==> src/rtl/wr_flag_ctrl.sv <==
// Write-side pointer and flag controller for the asynchronous FIFO.
// Define WR_FLAG_CTRL_AF_HYST_EN to give almost_full_flag a release hysteresis of AF_HYST words.
module wr_flag_ctrl #(
    parameter int ADDR_W      = 4,
    parameter int SYNC_STAGES = 2,
    parameter int AF_HYST     = 2
) (
    input  logic              clk,
    input  logic              rst,
    input  logic              write_en,
    input  logic [ADDR_W:0]   read_gray_pointer,
    input  logic [ADDR_W:0]   af_thresh,
    input  logic              ovf_clear,
    output logic [ADDR_W-1:0] write_addr,
    output logic [ADDR_W:0]   write_binary_pointer,
    output logic [ADDR_W:0]   write_gray_pointer,
    output logic              ram_we,
    output logic [ADDR_W:0]   fill_level,
    output logic              full_flag,
    output logic              almost_full_flag,
    output logic              overflow_flag
);

    localparam int DEPTH = 2 ** ADDR_W;
    localparam logic [ADDR_W:0] FULL_LEVEL = {1'b1, {ADDR_W{1'b0}}};

    generate
        if (SYNC_STAGES < 2 || SYNC_STAGES > 4) begin : g_bad_sync
            $error("wr_flag_ctrl: SYNC_STAGES must be in 2..4");
        end
        if (AF_HYST < 0 || AF_HYST >= DEPTH) begin : g_bad_hyst
            $error("wr_flag_ctrl: AF_HYST must be below DEPTH");
        end
    endgenerate

    function automatic logic [ADDR_W:0] gray_to_bin(input logic [ADDR_W:0] g);
        logic [ADDR_W:0] b;
        b = g;
        for (int i = ADDR_W - 1; i >= 0; i--) begin
            b[i] = b[i+1] ^ g[i];
        end
        return b;
    endfunction

    logic [ADDR_W:0] wptr_bin;
    logic [ADDR_W:0] wptr_gray;
    logic [ADDR_W:0] rgray_sync [SYNC_STAGES];
    logic [ADDR_W:0] rptr_bin_sync;
    logic [ADDR_W:0] next_wptr;
    logic [ADDR_W:0] next_gray;
    logic [ADDR_W:0] next_level;
    logic            accept;
    logic            almost_full_next;

    assign accept        = write_en & ~full_flag;
    assign rptr_bin_sync = gray_to_bin(rgray_sync[SYNC_STAGES-1]);
    assign next_wptr     = wptr_bin + {{ADDR_W{1'b0}}, accept};
    assign next_gray     = next_wptr ^ (next_wptr >> 1);
    // Modular subtraction keeps the level correct across the pointer wrap.
    assign next_level    = next_wptr - rptr_bin_sync;

`ifdef WR_FLAG_CTRL_AF_HYST_EN
    localparam logic [ADDR_W:0] HYST = (ADDR_W+1)'(AF_HYST);
    logic [ADDR_W:0] af_release;

    always_comb begin
        af_release       = (af_thresh > HYST) ? (af_thresh - HYST) : '0;
        almost_full_next = almost_full_flag;
        if (next_level >= af_thresh) begin
            almost_full_next = 1'b1;
        end else if (next_level < af_release) begin
            almost_full_next = 1'b0;
        end
    end
`else
    always_comb begin
        almost_full_next = (next_level >= af_thresh);
    end
`endif

    always_ff @(posedge clk) begin
        if (rst) begin
            for (int i = 0; i < SYNC_STAGES; i++) begin
                rgray_sync[i] <= '0;
            end
        end else begin
            rgray_sync[0] <= read_gray_pointer;
            for (int i = 1; i < SYNC_STAGES; i++) begin
                rgray_sync[i] <= rgray_sync[i-1];
            end
        end
    end

    always_ff @(posedge clk) begin
        if (rst) begin
            wptr_bin         <= '0;
            wptr_gray        <= '0;
            fill_level       <= '0;
            full_flag        <= 1'b0;
            almost_full_flag <= 1'b0;
        end else begin
            wptr_bin         <= next_wptr;
            wptr_gray        <= next_gray;
            fill_level       <= next_level;
            full_flag        <= (next_level == FULL_LEVEL);
            almost_full_flag <= almost_full_next;
        end
    end

    // A rejected write in the same cycle as a clear leaves the flag set.
    always_ff @(posedge clk) begin
        if (rst) begin
            overflow_flag <= 1'b0;
        end else if (write_en && full_flag) begin
            overflow_flag <= 1'b1;
        end else if (ovf_clear) begin
            overflow_flag <= 1'b0;
        end
    end

    assign ram_we               = accept;
    assign write_addr           = wptr_bin[ADDR_W-1:0];
    assign write_binary_pointer = wptr_bin;
    assign write_gray_pointer   = wptr_gray;

endmodule

==> config.mk <==
export PLATFORM = sky130hd
export DESIGN_NAME = wr_flag_ctrl
export DESIGN_NICKNAME = d
export VERILOG_FILES = /design/src/rtl/wr_flag_ctrl.sv
export SDC_FILE = /design/constraint.sdc
export NUM_CORES = 1
export LEC_CHECK = 0
export ABC_CLOCK_PERIOD_IN_PS = 3500
export BUFFER_PORTS_ARGS = -buffer_cell sky130_fd_sc_hd__buf_4
export CAP_MARGIN = 20
export CORE_MARGIN = 5
export CORE_UTILIZATION = 49
export CTS_CLUSTER_DIAMETER = 40
export DETAILED_ROUTE_END_ITERATION = 10
export HOLD_SLACK_MARGIN = 0.03
export PLACE_DENSITY_LB_ADDON = 0.3
export SLEW_MARGIN = 25
export SYNTH_ARGS = -nofsm -noshare
export SYNTH_HDL_FRONTEND = slang
export SYNTH_SLANG_ARGS = --single-unit
==> constraint.sdc <==
create_clock -name clk -period 3.5 [get_ports clk]
set_input_delay 0.35 -clock clk [delete_from_list [all_inputs] [get_ports clk]]
set_output_delay 0.35 -clock clk [all_outputs]
set_load 0.05 [all_outputs]
Word-level counts from Yosys, hierarchy flattened
Memory sizes are Yosys's and may differ from the RTL's.
Index checks and enable logic that the tools add are counted.
{ "op_classes": {"n_addsub": 2, "order_cmp": 1, "eq_ne": 1, "muxes": 7, "bitwise_logic": 9, "reduce_logical": 2} }
{ "ops": {"columns": ["op", "n"], "rows": [
  ["5-bit two-way mux", 2],
  ["5-bit by 1-bit adder with 5-bit output", 1],
  ["5-bit == test, second input constant", 1],
  ["5-bit greater-or-equal comparator", 1],
  ["1-bit two-way mux", 5],
  ["5-bit subtractor", 1],
  ["5-bit by 4-bit XOR with 5-bit output", 1],
  ["1-bit XOR", 4],
  ["1-bit OR", 2],
  ["2-bit nonzero test", 1],
  ["1-bit bitwise AND", 1],
  ["1-bit logical AND", 1],
  ["1-bit NOT", 1]
]} }
{ "totals": {"ff_bits": 18, "ramBits": 10, "output_inout_bits": 23, "wordCells": 29, "memories": 1} }
{ "memory_table": {"columns": ["name", "words", "word_bits", "read_ports", "rd_ports_with_merged_regs", "write_ports", "line", "rtl"], "rows": [
  ["rgray_sync", 2, 5, 2, 0, 2, "47", "logic [ADDR_W:0] rgray_sync [SYNC_STAGES];"]
]} }

Logic depth before layout (Yosys ltp)
{ "depth": {"ltp_word": 6, "ltp_mapped": 14, "ltp_nobuf": 14} }

Worst setup path before layout
OpenSTA, ideal clock, no wires.
{ "synth_timing": {"path_type": "reg-to-reg", "start": "register full_flag", "end": "register almost_full_flag", "arrival_time_ns": 3.529, "required_time_ns": 3.414, "setup_slack_ns": -0.115, "stages_incl_launch_ff": 15, "path_buffers": 0, "synth_period_minus_slack_ns": 3.615, "path_cell_list": "dfxtp_1 nor2b_1 ha_1 nand3_1 xor2_1 inv_1 ha_1 nor2_1 a21oi_1 xor2_1 xnor2_1 inv_1 ha_1 nor2_1 a211oi_1"} }
{ "synth_via": {"elab_chain_cells": 5} }
{ "synth_rtl": {"columns": ["item", "line", "rtl"], "rows": [
  ["start: declaration", "19", "output logic full_flag,"],
  ["start signal: assignment", "105", "full_flag <= (next_level == FULL_LEVEL);"],
  ["1-bit NOT", "55", "assign accept = write_en & ~full_flag;"],
  ["1-bit bitwise AND", "55", null],
  ["named net ram_we", "17", "output logic ram_we,"],
  ["5-bit by 1-bit adder with 5-bit output", "57", "assign next_wptr = wptr_bin + {{ADDR_W{1'b0}}, accept};"],
  ["named net next_wptr[3]", "49", "logic [ADDR_W:0] next_wptr;"],
  ["5-bit subtractor", "60", "assign next_level = next_wptr - rptr_bin_sync;"],
  ["named net next_level[4]", "51", "logic [ADDR_W:0] next_level;"],
  ["5-bit greater-or-equal comparator", "77", "almost_full_next = (next_level >= af_thresh);"],
  ["end signal: assignment", "106", "almost_full_flag <= almost_full_next;"],
  ["end: declaration", "20", "output logic almost_full_flag,"]
]} }
The timed path passes the listed nets, and every way through them passes these cells.
A chain may end at the register's enable or synchronous reset.

==> impl_metrics.yaml <==
synth:
  complex_gate_fraction_of_the_synthesized_area_pct: 3.33
  ys_seq_area_share_pct: 44.9
  synth_top_family_by_area: "simple AND/OR/NAND/NOR gates"
  synth_adder_area_share_pct: 13.1
  ys_seq_elements: 27
  yosys.area_share.xor_xnor_pct: 13.4
  muxShareOfSynthArea_pct: 0
  synthesis.nets: 148
  synth_cells: 122
  synth.avg_cell_area_um2: 9.87
  yosys.area_share.simple_pct: 17.5
  yosys.cell_types.count: 23
  cell_area_synth_mm2: 0.00120
  synth.yosys.warnings: 0
sta:
  final_max_slew_viol_count: 0
  worst-slew-pin-transition_ps: 523
  fmax_mhz: 319
  finalCriticalPeriod_ps: 3130
  share_of_the_cycle_needed_by_the_critical_path_after_routing_pct: 89.5
  setup_tns_ps: 0
  final-hold-violation-count: 0
  grt_setup_unrepaired: "no"
  finalClockSkew_ps: 1.57
  report.final.setup_viol: 0
  timing.max_slew.rel_slack_pct: 64.9
floorplanning:
  die-width_um: 59.6
  start_util_pct: 49.9
  core_box_area_mm2: 0.00241
  fp.dieH_um: 59.6
  io-pin-count: 37
  placement_rows: 18
  dieArea_mm2: 0.00355
cts:
  post-cts-setup-buffers: 0
  clock_tree.root_cell: "sky130_fd_sc_hd__clkbuf_4"
  clk_sink_count: 27
  cts_clock_pin_slew_for_the_worst_setup_and_hold_paths_ps: 140
  tritoncts_clock_tree: "built"
  clockBufferDepth: 2
  cts_hold_buffers: 0
  clkLatencyLatePin_ps: 320
  tritoncts.num_buffers: 3
  post_cts_resize_count: 0
  htree_levels: 1
power:
  share_seq_of_total_power_pct: 42.5
  peakVddDrop_uv: 377
  switchingPower_uw: 323
  pwr_density_mw_per_mm2: 556
  power_report.internal_total_uw: 511
  portion_of_total_power_attributed_to_combinational_logic_pct: 41.5
  clkPwrFrac_pct: 16.0
  power_leakage_uw: 0.000738
  switching_share_pct: 38.7
critical_path:
  timing.setup.critical_path_class: "reg -> reg"
  cp.buffers_inverters: 1
  crit_required_ps: 3750
  worst_ep_arrival_ps: 3380
  crit_start_category: "flop"
  cp_slowest_stage_delay_ps: 400
  worst_path_max_delay_cell: "sky130_fd_sc_hd__fa_1"
  crit_path_max_fanout: 3
  crit_path_cell_trace: "xnor2_2, xor2_2, xor2_2, xnor2_1, ha_1, fa_1, nand2b_1, a21oi_1, xor2_1, xnor2_1, inv_1, ha_1, nor2_1, a211oi_1"
  timing.critical_path.max_delay_family: "XOR/XNOR gates"
  critical_path.endpoint_type: "flop"
placed_design:
  postPlaceCellArea_mm2: 0.00147
  port_buffers: 36
  finalWeightedCongestion: 0.681
  place.detailed.hpwl_um: 1580
grt:
  maximum_number_of_pins_on_one_net_before_global_route_repair: 28
  first_global_vias: 792
  grt_first_pass_wirelength_um: 3420
  global_route_usage_over_all_layers_pct: 12.6
  grt_remaining_overflow: 0
  initial_antenna_violation_count: 0
route:
  drc: 0
  violation_count_after_the_first_detailed_route_iteration: 12
  postRouteWirelength_um: 2000
  route.detailed.wl_per_inst_um: 10.8
  post_detailed_route_count_of_antenna_violating_nets: 0
  detail_route.first_pass.iterations: 5
  num_vias: 834
  routed_via_density: 4.51
final_layout:
  finalNetCount: 182
  drive_above_1_share_pct: 29.7
  postLayoutCellArea_mm2: 0.00150
  antenna_cells: 0
  area_delta_synth_final_pct: 24.5
outcome:
  result_of_the_run: "finished clean"
run:
  max_cap_viol_count: 0
hold_path:
  worstHoldPathType: "in -> reg"
[power by group through the flow]
| stage | sequential [µW] | combinational, µW | clock [µW] |
|---|---|---|---|
| after CTS | 355 | 351 | 139 |
| after global routing | 358 | 381 | 154 |
| after floorplan | 457 | 165 | 0 |
| after global placement | 360 | 343 | 0 |
| final | 354 | 346 | 133 |
| after detailed placement | 362 | 349 | 0 |
[sequential cells by signal (all words and copies together) (netlist names)]
register	count
full_flag	1
almost_full_flag	1
overflow_flag	1
write_binary_pointer	5
fill_level	5
rgray_sync	10
write_gray_pointer	4
[metal layers]
layer	vias up	GRT usage, %	wire [µm]
li1	435	-	-
met1	374	15.5	818
met2	23	21.8	984
met3	2	3.05	172
met4	0	3.80	19
met5	-	0	0
[kinds of logic after synthesis]
kind of cell    count (synthesis)
simple gates                   41
flops                          27
buf+inv                        20
xor+xnor                       15
fa+ha+maj                      12
compound gates                  7
[final timing paths]
kind	start	to	slack (ps)	cells past startpoint
min reg2reg	rgray_sync[0][4]	rgray_sync[0][9]	460	1
min	read_gray_pointer[2]	rgray_sync[0][2]	230	2
max	rgray_sync[0][9]	almost_full_flag	370	14
max reg2reg	rgray_sync[0][9]	almost_full_flag	370	14
[cell type report]
| type | count | area (µm²) |
|---|---|---|
| Multi-Input combinational cell | 75 | 572 |
| Timing Repair Buffer | 36 | 270 |
| Inverter | 13 | 48.8 |
| Tap cell | 30 | 37.5 |
| Fill cell | 197 | 911 |
| Clock inverter | 1 | 7.51 |
| Sequential cell | 27 | 541 |
| Clock buffer | 3 | 22.5 |
[synthesized netlist by cell type]
cell type	n	share of area [%]
sky130_fd_sc_hd__nor2_1	18	5.6
sky130_fd_sc_hd__clkbuf_1	2	0.62
sky130_fd_sc_hd__nand4b_1	1	0.73
sky130_fd_sc_hd__a21oi_1	4	1.7
sky130_fd_sc_hd__ha_1	11	11
sky130_fd_sc_hd__nand3_1	1	0.42
sky130_fd_sc_hd__dfxtp_1	27	45
sky130_fd_sc_hd__nand4_1	1	0.52
sky130_fd_sc_hd__buf_4	5	3.1
sky130_fd_sc_hd__a21o_1	1	0.62
sky130_fd_sc_hd__nor2b_1	13	6.8
sky130_fd_sc_hd__nor3_1	1	0.42
sky130_fd_sc_hd__o21ai_0	1	0.42
sky130_fd_sc_hd__xor2_2	3	4.1
sky130_fd_sc_hd__a211oi_1	1	0.62
sky130_fd_sc_hd__xor2_1	4	2.9
sky130_fd_sc_hd__nand2_1	2	0.62
sky130_fd_sc_hd__xnor2_1	7	5.1
sky130_fd_sc_hd__fa_1	1	1.7
sky130_fd_sc_hd__xnor2_2	1	1.4
sky130_fd_sc_hd__nor3_2	1	0.83
sky130_fd_sc_hd__nand2b_1	3	1.6
sky130_fd_sc_hd__inv_1	13	4.1
[cells in the final DEF, fill, tap and decap left out]
| master | netlist | final |
|---|---|---|
| sky130_fd_sc_hd__ha_1 | 11 | 11 |
| sky130_fd_sc_hd__a21o_1 | 1 | 1 |
| sky130_fd_sc_hd__xor2_2 | 3 | 3 |
| sky130_fd_sc_hd__nand2_1 | 2 | 2 |
| sky130_fd_sc_hd__nand2b_1 | 3 | 3 |
| sky130_fd_sc_hd__nor3_2 | 1 | 1 |
| sky130_fd_sc_hd__xnor2_1 | 7 | 7 |
| sky130_fd_sc_hd__a21oi_1 | 4 | 4 |
| sky130_fd_sc_hd__clkinvlp_4 | 0 | 1 |
| sky130_fd_sc_hd__xnor2_2 | 1 | 1 |
| sky130_fd_sc_hd__dfxtp_1 | 27 | 27 |
| sky130_fd_sc_hd__buf_4 | 5 | 36 |
| sky130_fd_sc_hd__nand4b_1 | 1 | 1 |
| sky130_fd_sc_hd__nand3_1 | 1 | 1 |
| sky130_fd_sc_hd__xor2_1 | 4 | 4 |
| sky130_fd_sc_hd__inv_1 | 13 | 13 |
| sky130_fd_sc_hd__nor2b_1 | 13 | 12 |
| sky130_fd_sc_hd__fa_1 | 1 | 1 |
| sky130_fd_sc_hd__o21ai_0 | 1 | 1 |
| sky130_fd_sc_hd__nor3_1 | 1 | 1 |
| sky130_fd_sc_hd__nor2b_2 | 0 | 1 |
| sky130_fd_sc_hd__clkbuf_4 | 0 | 3 |
| sky130_fd_sc_hd__a211oi_1 | 1 | 1 |
| sky130_fd_sc_hd__nand4_1 | 1 | 1 |
| sky130_fd_sc_hd__nor2_1 | 18 | 18 |
[stage by stage]
stage	setup slack [ps]	power (µW)	hold slack, ps	cells	util (%)
2_1_floorplan	207	622	414	122	-
3_3_place_gp	534	703	421	181	61.0
3_5_place_dp	392	711	430	181	61.0
4_1_cts	328	845	217	185	62.2
5_1_grt	68.1	894	202	185	62.2
6_report	369	833	229	185	62.2
(Power assumes the default switching activity.)
